===== src/rtl/lfsr_msg_encryptor_pkg.sv =====
// enc_pkg: state encoding, memory map and LFSR/parity helpers shared by the
// encrypt and decrypt sides of the LFSR message cipher.
package enc_pkg;
  typedef enum logic [2:0] {
    S_IDLE, S_CFG0, S_CFG1, S_CFG2, S_CFG3, S_RD, S_WR, S_DONE
  } enc_state_t;

  localparam logic [7:0] MSG_BASE  = 8'd0;
  localparam logic [7:0] CFG_PRE   = 8'd61;
  localparam logic [7:0] CFG_TAP   = 8'd62;
  localparam logic [7:0] CFG_INIT  = 8'd63;
  localparam logic [7:0] OUT_BASE  = 8'd64;
  localparam int         NUM_BYTES = 64;
  localparam logic [6:0] MAX_MSG   = 7'd49;
  localparam logic [7:0] PAD_CHAR  = 8'h20;

  function automatic logic [6:0] lfsr7_next(input logic [6:0] s, input logic [6:0] taps);
    return {s[5:0], ^(s & taps)};
  endfunction

  function automatic logic ascii_parity(input logic [7:0] b);
    return ^b[6:0];
  endfunction
endpackage


===== src/rtl/lfsr_msg_encryptor_lfsr7.sv =====
// lfsr7: 7-bit LFSR with programmable taps; load wins over step, else hold.
module lfsr7
  import enc_pkg::*;
(
  input  logic       i_clk,
  input  logic       i_rst_n,
  input  logic       i_load,
  input  logic       i_step,
  input  logic [6:0] i_init,
  input  logic [6:0] i_taps,
  output logic [6:0] o_state
);
  // an all-zero seed would lock the register at zero, so it becomes 1
  always_ff @(posedge i_clk or negedge i_rst_n)
    if (!i_rst_n) o_state <= '0;
    else if (i_load) o_state <= (i_init == '0) ? 7'h01 : i_init;
    else if (i_step) o_state <= lfsr7_next(o_state, i_taps);
endmodule


===== src/rtl/lfsr_msg_encryptor.sv =====
// lfsr_msg_encryptor: reads plaintext/config from data memory, pads to 64 bytes,
// XORs with a 7-bit LFSR, adds parity in bit 7 and writes ciphertext to 64..127.
module lfsr_msg_encryptor
  import enc_pkg::*;
(
  input  logic       Clk,
  input  logic       Reset,
  input  logic       Start,
  output logic       Ack,
  output logic [7:0] mem_addr,
  output logic       mem_wr_en,
  output logic [7:0] mem_wr_data,
  input  logic [7:0] mem_rd_data
);
  localparam logic [6:0] LAST_IDX = 7'(NUM_BYTES - 1);

  enc_state_t r_state;
  logic [6:0] r_idx;
  logic [3:0] r_pre;
  logic [6:0] r_taps;
  logic       r_pad;
  logic       r_ack;
  logic [6:0] w_lfsr;
  logic [6:0] w_off;
  logic       w_src_ok;
  logic [7:0] w_plain;
  logic [7:0] w_ct;

  assign w_off    = r_idx - {3'b0, r_pre};
  assign w_src_ok = (r_idx >= {3'b0, r_pre}) && (w_off < MAX_MSG);
  assign w_plain  = (r_pad || mem_rd_data == 8'h00) ? PAD_CHAR : mem_rd_data;
  assign w_ct     = {ascii_parity({1'b0, w_plain[6:0] ^ w_lfsr}), w_plain[6:0] ^ w_lfsr};

  // read data arrives one cycle after the address, so the bus is driven from state
  assign mem_addr = (r_state == S_CFG0)            ? CFG_PRE :
                    (r_state == S_CFG1)            ? CFG_TAP :
                    (r_state == S_CFG2)            ? CFG_INIT :
                    (r_state == S_RD && w_src_ok)  ? MSG_BASE + {1'b0, w_off} :
                    (r_state == S_WR)              ? OUT_BASE + {1'b0, r_idx} :
                                                     MSG_BASE;
  assign mem_wr_en   = (r_state == S_WR);
  assign mem_wr_data = mem_wr_en ? w_ct : '0;
  assign Ack         = r_ack;

  lfsr7 u_lfsr (
    .i_clk   (Clk),
    .i_rst_n (Reset),
    .i_load  (r_state == S_CFG3),
    .i_step  (r_state == S_WR),
    .i_init  (mem_rd_data[6:0]),
    .i_taps  (r_taps),
    .o_state (w_lfsr)
  );

  always_ff @(posedge Clk or negedge Reset)
    if (!Reset) begin
      r_state <= S_IDLE;
      r_idx   <= '0;
      r_pre   <= '0;
      r_taps  <= '0;
      r_pad   <= 1'b0;
      r_ack   <= 1'b0;
    end else begin
      case (r_state)
        S_IDLE: if (!Start) begin
          r_state <= S_CFG0;
          r_idx   <= '0;
        end
        S_CFG0: r_state <= S_CFG1;
        S_CFG1: begin
          r_pre   <= mem_rd_data[3:0];
          r_state <= S_CFG2;
        end
        S_CFG2: begin
          r_taps  <= mem_rd_data[6:0];
          r_state <= S_CFG3;
        end
        S_CFG3: r_state <= S_RD;
        S_RD: begin
          r_pad   <= !w_src_ok;
          r_state <= S_WR;
        end
        S_WR: begin
          r_idx   <= r_idx + 7'd1;
          r_state <= (r_idx == LAST_IDX) ? S_DONE : S_RD;
          r_ack   <= (r_idx == LAST_IDX);
        end
        S_DONE: if (Start) begin
          r_state <= S_IDLE;
          r_ack   <= 1'b0;
        end
        default: r_state <= S_IDLE;
      endcase
    end
endmodule


===== config.mk =====
export PLATFORM = sky130hd
export DESIGN_NAME = lfsr_msg_encryptor
export DESIGN_NICKNAME = d
export VERILOG_FILES = /design/src/rtl/lfsr_msg_encryptor_pkg.sv /design/src/rtl/lfsr_msg_encryptor_lfsr7.sv /design/src/rtl/lfsr_msg_encryptor.sv
export SDC_FILE = /design/constraint.sdc
export NUM_CORES = 1
export LEC_CHECK = 0
export BUFFER_PORTS_ARGS = -buffer_cell sky130_fd_sc_hd__buf_2
export CAP_MARGIN = 20
export CORE_MARGIN = 3
export CORE_UTILIZATION = 30
export DETAILED_ROUTE_END_ITERATION = 10
export GPL_TIMING_DRIVEN = 0
export PLACE_DENSITY_LB_ADDON = 0.1
export SLEW_MARGIN = 15
export SYNTH_ARGS = -nofsm -noshare
export SYNTH_HDL_FRONTEND = slang
export SYNTH_HIERARCHICAL = 1
export SYNTH_SLANG_ARGS = --single-unit

===== constraint.sdc =====
create_clock -name Clk -period 2.6 [get_ports Clk]
set_input_delay 0.13 -clock Clk [delete_from_list [all_inputs] [get_ports Clk]]
set_output_delay 0.13 -clock Clk [all_outputs]
set_load 0.1 [all_outputs]

==> summary.md, run 1 <==
| Metric | Value |
|---|---|
| CTS tree | done |
| Worst path slowest cell | or4b_4 |
| Setup slack after layout | -347 ps |
| RSZ-0062 raised after global routing | yes |
| Setup TNS | -1720 ps |
| Global-route wire length before repair | roughly 9500 um |
| Hold Path Class | primary input to flop |
| R2r setup slk | 210 ps |
| Syn Inst Count | approximately 250 |
| Area of the core | 6570 sq um |
| Share of cells above drive strength 1 | 26.6% |
| Worst-path fanout max | 6 |
| Crit path cell chain | ha_4 > fa_2 > xor2_2 > and3_4 > or4b_4 > o211ai_4 > o21ai_4 > o31ai_4 > buf_12 |
| Seq/Total Area, Yosys | 35.7% |
| Die W | 89.8 um |
| DRC Markers | 0 |
| Min cycle time layout | 2950 ps |
| Worst r2r src | r_pre[0] |
| WL/cell | 14.3 um |
| Post-synth top cells | nand2_1 (39), dfrtp_1 (30), o21ai_0 (24) |
| Total track usage | 14.3% |
| Initial DRC Count | 94 |
| Failing checks | negative setup slack |
| Prevailing post-synth register cell | dfrtp_1 |
| Drt first pass iters | 4 |
| WL final | about 5500 um |
| Mean Syn Cell Area | 8.56 sq um |
| Die height | 89.8 um |
| Top cell type by total area after synthesis | dfrtp_1 |
| Routed Antenna Nets | 0 |
| Routability congestion estimate | 0.785 |
| Top-Level Pins | 29 |
| R2R Path End | r_pad |
| Worst slew pin tran | approximately 690 ps |
| Via count | 1820 |
| Largest stage delay on the critical path | 470 ps |
| Clk_skew | 7.06 ps |
| Number of synthesized flops with an enable pin | 0 |
| Pre-CTS setup slack | -459 ps |
| Starting Density | 32.1% |
| Vias in the first global route | 1813 |
| Dominant cell by count in the synthesized netlist | nand2_1 |
| Share of the cycle needed by the critical path after routing | 113% |
| Clock sinks | 30 |
| Worst Setup SP | r_pre[0] |
| Synthesized Nets | 263 |
| Data arrival, critical path | 2820 ps |
| Top cell type's share of synthesized area | 35.7% |
| CP Capture Point | mem_addr[1] |
| CP Class | flop to output pin |
| Largest net degree at the start of global routing | 31 |
| Seq cells post-synth | 30 |
| Hold path start | mem_rd_data[5] |
| Fraction of registers with async set/reset | 100% |
| # H-tree levels | 2 |
| Ant diodes | 0 |
| Slew headroom | a little over half |
| Global route overflow | 0 |
| Netlist area before placement | 2110 sq um |
| F_max | 339 MHz |
| Nets@finish | 309 |
| Max Cap Viol | 0 |
| CTS Root Cell | clkbuf_8 |
| Worst Setup Start Kind | flop |
| Clock latency on the worst-skew pair | 280 ps |
| Critical Path End Type | output pin |
| Clk pin slew, worst setup/hold paths | 70 ps |
| Area Overhead vs Synth | 31.2% |
| Cell variety after synth | 40 |
| Ys Warns | 6 |
| Final setup fails | 6 |
| Max-slew violations | 0 |
| Hold_ws | 141 ps |
| Hold Vio Cnt, Final | 0 |
| Cts bufs inserted | 5 |
| Site Rows | 29 |
| Worst r2r path cells | 9 |
| Via-per-instance ratio | 4.72 |
| Top cells by area, synth | dfrtp_1 (36%), xnor2_1 (7.9%), nand2_1 (7.0%), o21ai_0 (5.7%), mux2_2 (4.3%) |
| Outcome | finished with violations |
| Antenna violations before repair | 0 |
| IO buf count | 28 |
| Die ar. | 8060 sq um |
| CP required | 2470 ps |
| DP Wirelength | between 4000 and 5000 um |
| Maximum clock insertion buffer count | 2 |
-- flip-flops by register name, indices dropped and copies added (netlist names) --
name,count
r_pad,1
Ack,1
r_taps,7
r_state,3
r_pre,4
r_idx,7
u_lfsr/o_state,7
-- layout by cell type, fill, tap and decap left out, types with 3 or more instances in the layout --
master and count:
nand2_1 39, dfrtp_1 29, o21ai_0 23, buf_2 20
nor2_1 19, xnor2_1 19, buf_4 11, inv_1 9
clkbuf_1 9, a21oi_1 9, mux2_2 8, nor2b_1 7
nor3_1 7, clkbuf_8 6, buf_12 6, mux2i_1 6
o21a_1 5, and3_1 4, ha_1 4, nand3_1 3
o211ai_1 3, a21boi_0 3
-- kinds of logic (layout without fill, tap and decap cells) --
| group | count (synthesis) | after routing | share of synthesized area, % |
|---|---|---|---|
| simple gates | 92 | 92 | 20.2 |
| compound gates | 58 | 58 | 17.9 |
| flops | 30 | 30 | 35.7 |
| xor+xnor | 24 | 24 | 11.3 |
| buf+inv | 22 | 69 | 3.92 |
| mux | 14 | 14 | 7.13 |
| fa+ha+maj | 6 | 6 | 3.92 |
-- worst max-delay path: cells and delay by family (launching register included) --
kind / cells / cell delay [ps]
XOR/XNOR: 1 / 160
AND/OR/NAND/NOR: 2 / 670
flip-flops: 1 / 420
AO/OA/AOI/OAI: 3 / 530
buffers and inverters: 1 / 210
adder cells (fa/ha/maj): 2 / 540
-- final cells by class --
type / instances / area (sq um)
buffer: 11 / 43.8
sequential: 30 / 752
multi-input combinational: 194 / 1390
clock buffer: 6 / 82.6
fill: 686 / 3800
timing repair buffer: 40 / 328
tap: 93 / 116
clock inverter: 2 / 12.5
inverter: 10 / 37.5
-- metal layers --
| metal | routed length, um | GRT usage, % | up-vias |
|---|---|---|---|
| met5 | 0 | 0 | - |
| met3 | 176 | 2.84 | 2 |
| met4 | 19 | 2.68 | 0 |
| li1 | - | - | 934 |
| met2 | 2340 | 20.6 | 27 |
| met1 | 2990 | 22.0 | 857 |
-- worst min-delay path by stage --
stage | slack (ps) | end | cells after the start
after floorplan | -170 | Ack | 0
after global placement | 240 | r_idx[4] | 1
after detailed placement | 220 | r_idx[4] | 1
after CTS | 120 | u_lfsr/o_state[5] | 3
after global routing | 160 | r_taps[5] | 2
final | 140 | u_lfsr/o_state[5] | 3
-- stage by stage --
step | util [%] | instance area [sq um] | std cells
after floorplan | - | 2180 | 246
after global placement | 37.1 | 2440 | 367
after detailed placement | 37.1 | 2440 | 367
after CTS | 41.2 | 2700 | 382
after global routing | 42.1 | 2760 | 386
final | 42.1 | 2760 | 386
-- what timing repair did --
item | CTS | global route
cloned | 0 | 0
hold buffers | 1 | 0
resized for setup | 29 | 8
endpoints found under the hold margin | 30 | 0
setup endpoints to repair | 6 | 17
buffers inserted | 6 | 5
pin swaps | 5 | 3
Power of run 1 is left out: the tool's default activity adds up to more than one toggle a clock period on the data nets, which glitch-free logic cannot reach.
==> run 2: changes to the inputs <==
--- a/config.mk
+++ b/config.mk
@@ -11,7 +11,7 @@
 export CORE_UTILIZATION = 30
 export DETAILED_ROUTE_END_ITERATION = 10
 export GPL_TIMING_DRIVEN = 0
-export PLACE_DENSITY_LB_ADDON = 0.1
+export PLACE_DENSITY_LB_ADDON = 0.05
 export SLEW_MARGIN = 15
 export SYNTH_ARGS = -nofsm -noshare
 export SYNTH_HDL_FRONTEND = slang
==> run 2 against run 1 <==
The run still ends with negative setup slack left. Die area is the same. Wire length rose by 2.5%. Final cell count unchanged. Sequential share of layout area hardly changed. Via count fell by 0.11%. Worst hold slack worse by 25 ps. Sequential cell count did not move. Maximum frequency fell by 0.40%. Critical path type unchanged. Critical endpoint unchanged. Highest routed layer unchanged.
==> summary.md, run 2 (synthesized netlist as in run 1, its figures left out) <==
| Metric | Value |
|---|---|
| Worst Setup Start Kind | flop |
| Outcome | finished with violations |
| Worst slew pin tran | 716 ps |
| RSZ-0062 raised after global routing | yes |
| Global-route wire length before repair | between 9000 and 10000 um |
| DP Wirelength | 4250 um |
| Largest registers | r_idx: 7 flops, r_taps: 7 flops, u_lfsr/o_state: 7 flops |
| Data arrival, critical path | 2830 ps |
| Routed Antenna Nets | 0 |
| Worst path slowest cell | or4b_4 |
| Area of the core | between 6000 and 7000 sq um |
| Routability congestion estimate | 0.769 |
| Die ar. | slightly above 8000 sq um |
| Nets@finish | 310 |
| Vias in the first global route | 1859 |
| CTS tree | done |
| Clk pin slew, worst setup/hold paths | 70 ps |
| Top-Level Pins | 29 |
| Share of the cycle needed by the critical path after routing | 114% |
| Die W | between 80 and 90 um |
| Critical Path End Type | output pin |
| Share of cells above drive strength 1 | ~26% |
| Via count | 1818 |
| Clk_skew | 7.51 ps |
| Failing checks | negative setup slack |
| Cts bufs inserted | 5 |
| CP Buf/Inv Count | 1 |
| Site Rows | 29 |
| Drt first pass iters | 4 |
| Max-slew violations | 0 |
| Slew headroom | roughly 52% |
| Setup slack after layout | -359 ps |
| Family with the most delay on the worst path | simple AND/OR/NAND/NOR gates |
| Total track usage | approximately 14% |
| Hold Vio Cnt, Final | 0 |
| Maximum clock insertion buffer count | 2 |
| F_max | between 300 and 400 MHz |
| Clock sinks | 30 |
| Largest net degree at the start of global routing | 31 |
| WL final | 5660 um |
| Max Cap Viol | 0 |
| Hold Path Class | primary input to flop |
| Clock latency on the worst-skew pair | 280 ps |
| CP Class | flop to output pin |
| Initial DRC Count | 57 |
| Area Overhead vs Synth | 31.4% |
| IO buf count | 28 |
| DRC Markers | 0 |
| Die height | 89.8 um |
| Global route overflow | 0 |
| Min cycle time layout | 2960 ps |
| Via-per-instance ratio | 4.71 |
| Crit path cell chain | ha_4 > fa_2 > xor2_2 > and3_4 > or4b_4 > o211ai_4 > o21ai_4 > o31ai_4 > buf_12 |
| Largest stage delay on the critical path | 470 ps |
| Antenna violations before repair | 0 |
| Pre-CTS setup slack | -542 ps |
| # H-tree levels | 2 |
| CP required | 2470 ps |
| Ant diodes | 0 |
| CTS Root Cell | clkbuf_8 |
| Most common cell after layout, fill and taps aside | nand2_1 |
| Final setup fails | 6 |
| Starting Density | 32.1% |
| Worst-path fanout max | 6 |
| Most frequent cells in the layout | nand2_1 (39), dfrtp_1 (29), o21ai_0 (23), buf_2 (22) |
| WL/cell | 14.7 um |
## run 2: per-stage QoR
step | instance area (sq um) | instances | utilization (%) | hold WS (ps) | TNS [ps]
6_report | 2770 | 386 | 42.1 | 115 | -1790
5_1_grt | 2770 | 386 | 42.1 | 143 | -2330
4_1_cts | 2730 | 382 | 41.6 | 110 | -1880
3_5_place_dp | 2440 | 367 | 37.1 | 235 | -2670
3_3_place_gp | 2440 | 367 | 37.1 | 236 | -2500
2_1_floorplan | 2180 | 246 | - | -166 | -2280
## run 2: cell type report
type / count / area [sq um]
Clock inverter: 1 / 30.0
Tap cell: 93 / 116
Timing Repair Buffer: 41 / 334
Clock buffer: 6 / 82.6
Fill cell: 674 / 3800
Inverter: 10 / 37.5
Sequential cell: 30 / 752
Buffer: 11 / 42.5
Multi-Input combinational cell: 194 / 1370
## run 2: repair_timing
item,in CTS,in global routing
hold buffers,1,0
buffers inserted,7,5
pin swaps,5,3
setup endpoints to repair,6,13
resized for setup,29,2
hold endpoints to repair,30,0
## run 2: final timing paths
path                       cells after the start  slack [ps]           endpoint            from
min in group asynchronous                      2         440         r_state[2]           Reset
hold reg to reg                                2         490                Ack             Ack
max in group asynchronous                      2        1650           r_idx[0]           Reset
setup / recovery                               9        -360        mem_addr[1]        r_pre[0]
setup reg to reg                              10          60              r_pad        r_pre[0]
hold / removal                                 3         120  u_lfsr/o_state[5]  mem_rd_data[5]
## run 2: tightest hold or removal path, delay by kind of cell
family / cells / cell delay (ps)
buffers and inverters: 1 / 120
AND/OR/NAND/NOR: 1 / 50
AO/OA/AOI/OAI: 1 / 60
## run 2: metal layers
metal	share of wire (%)	track usage [%]
met5	0	0
met4	0.51	3.07
met3	3.1	2.59
met2	42	21.4
met1	54	21.6
Power of run 2 is left out for the same reason.
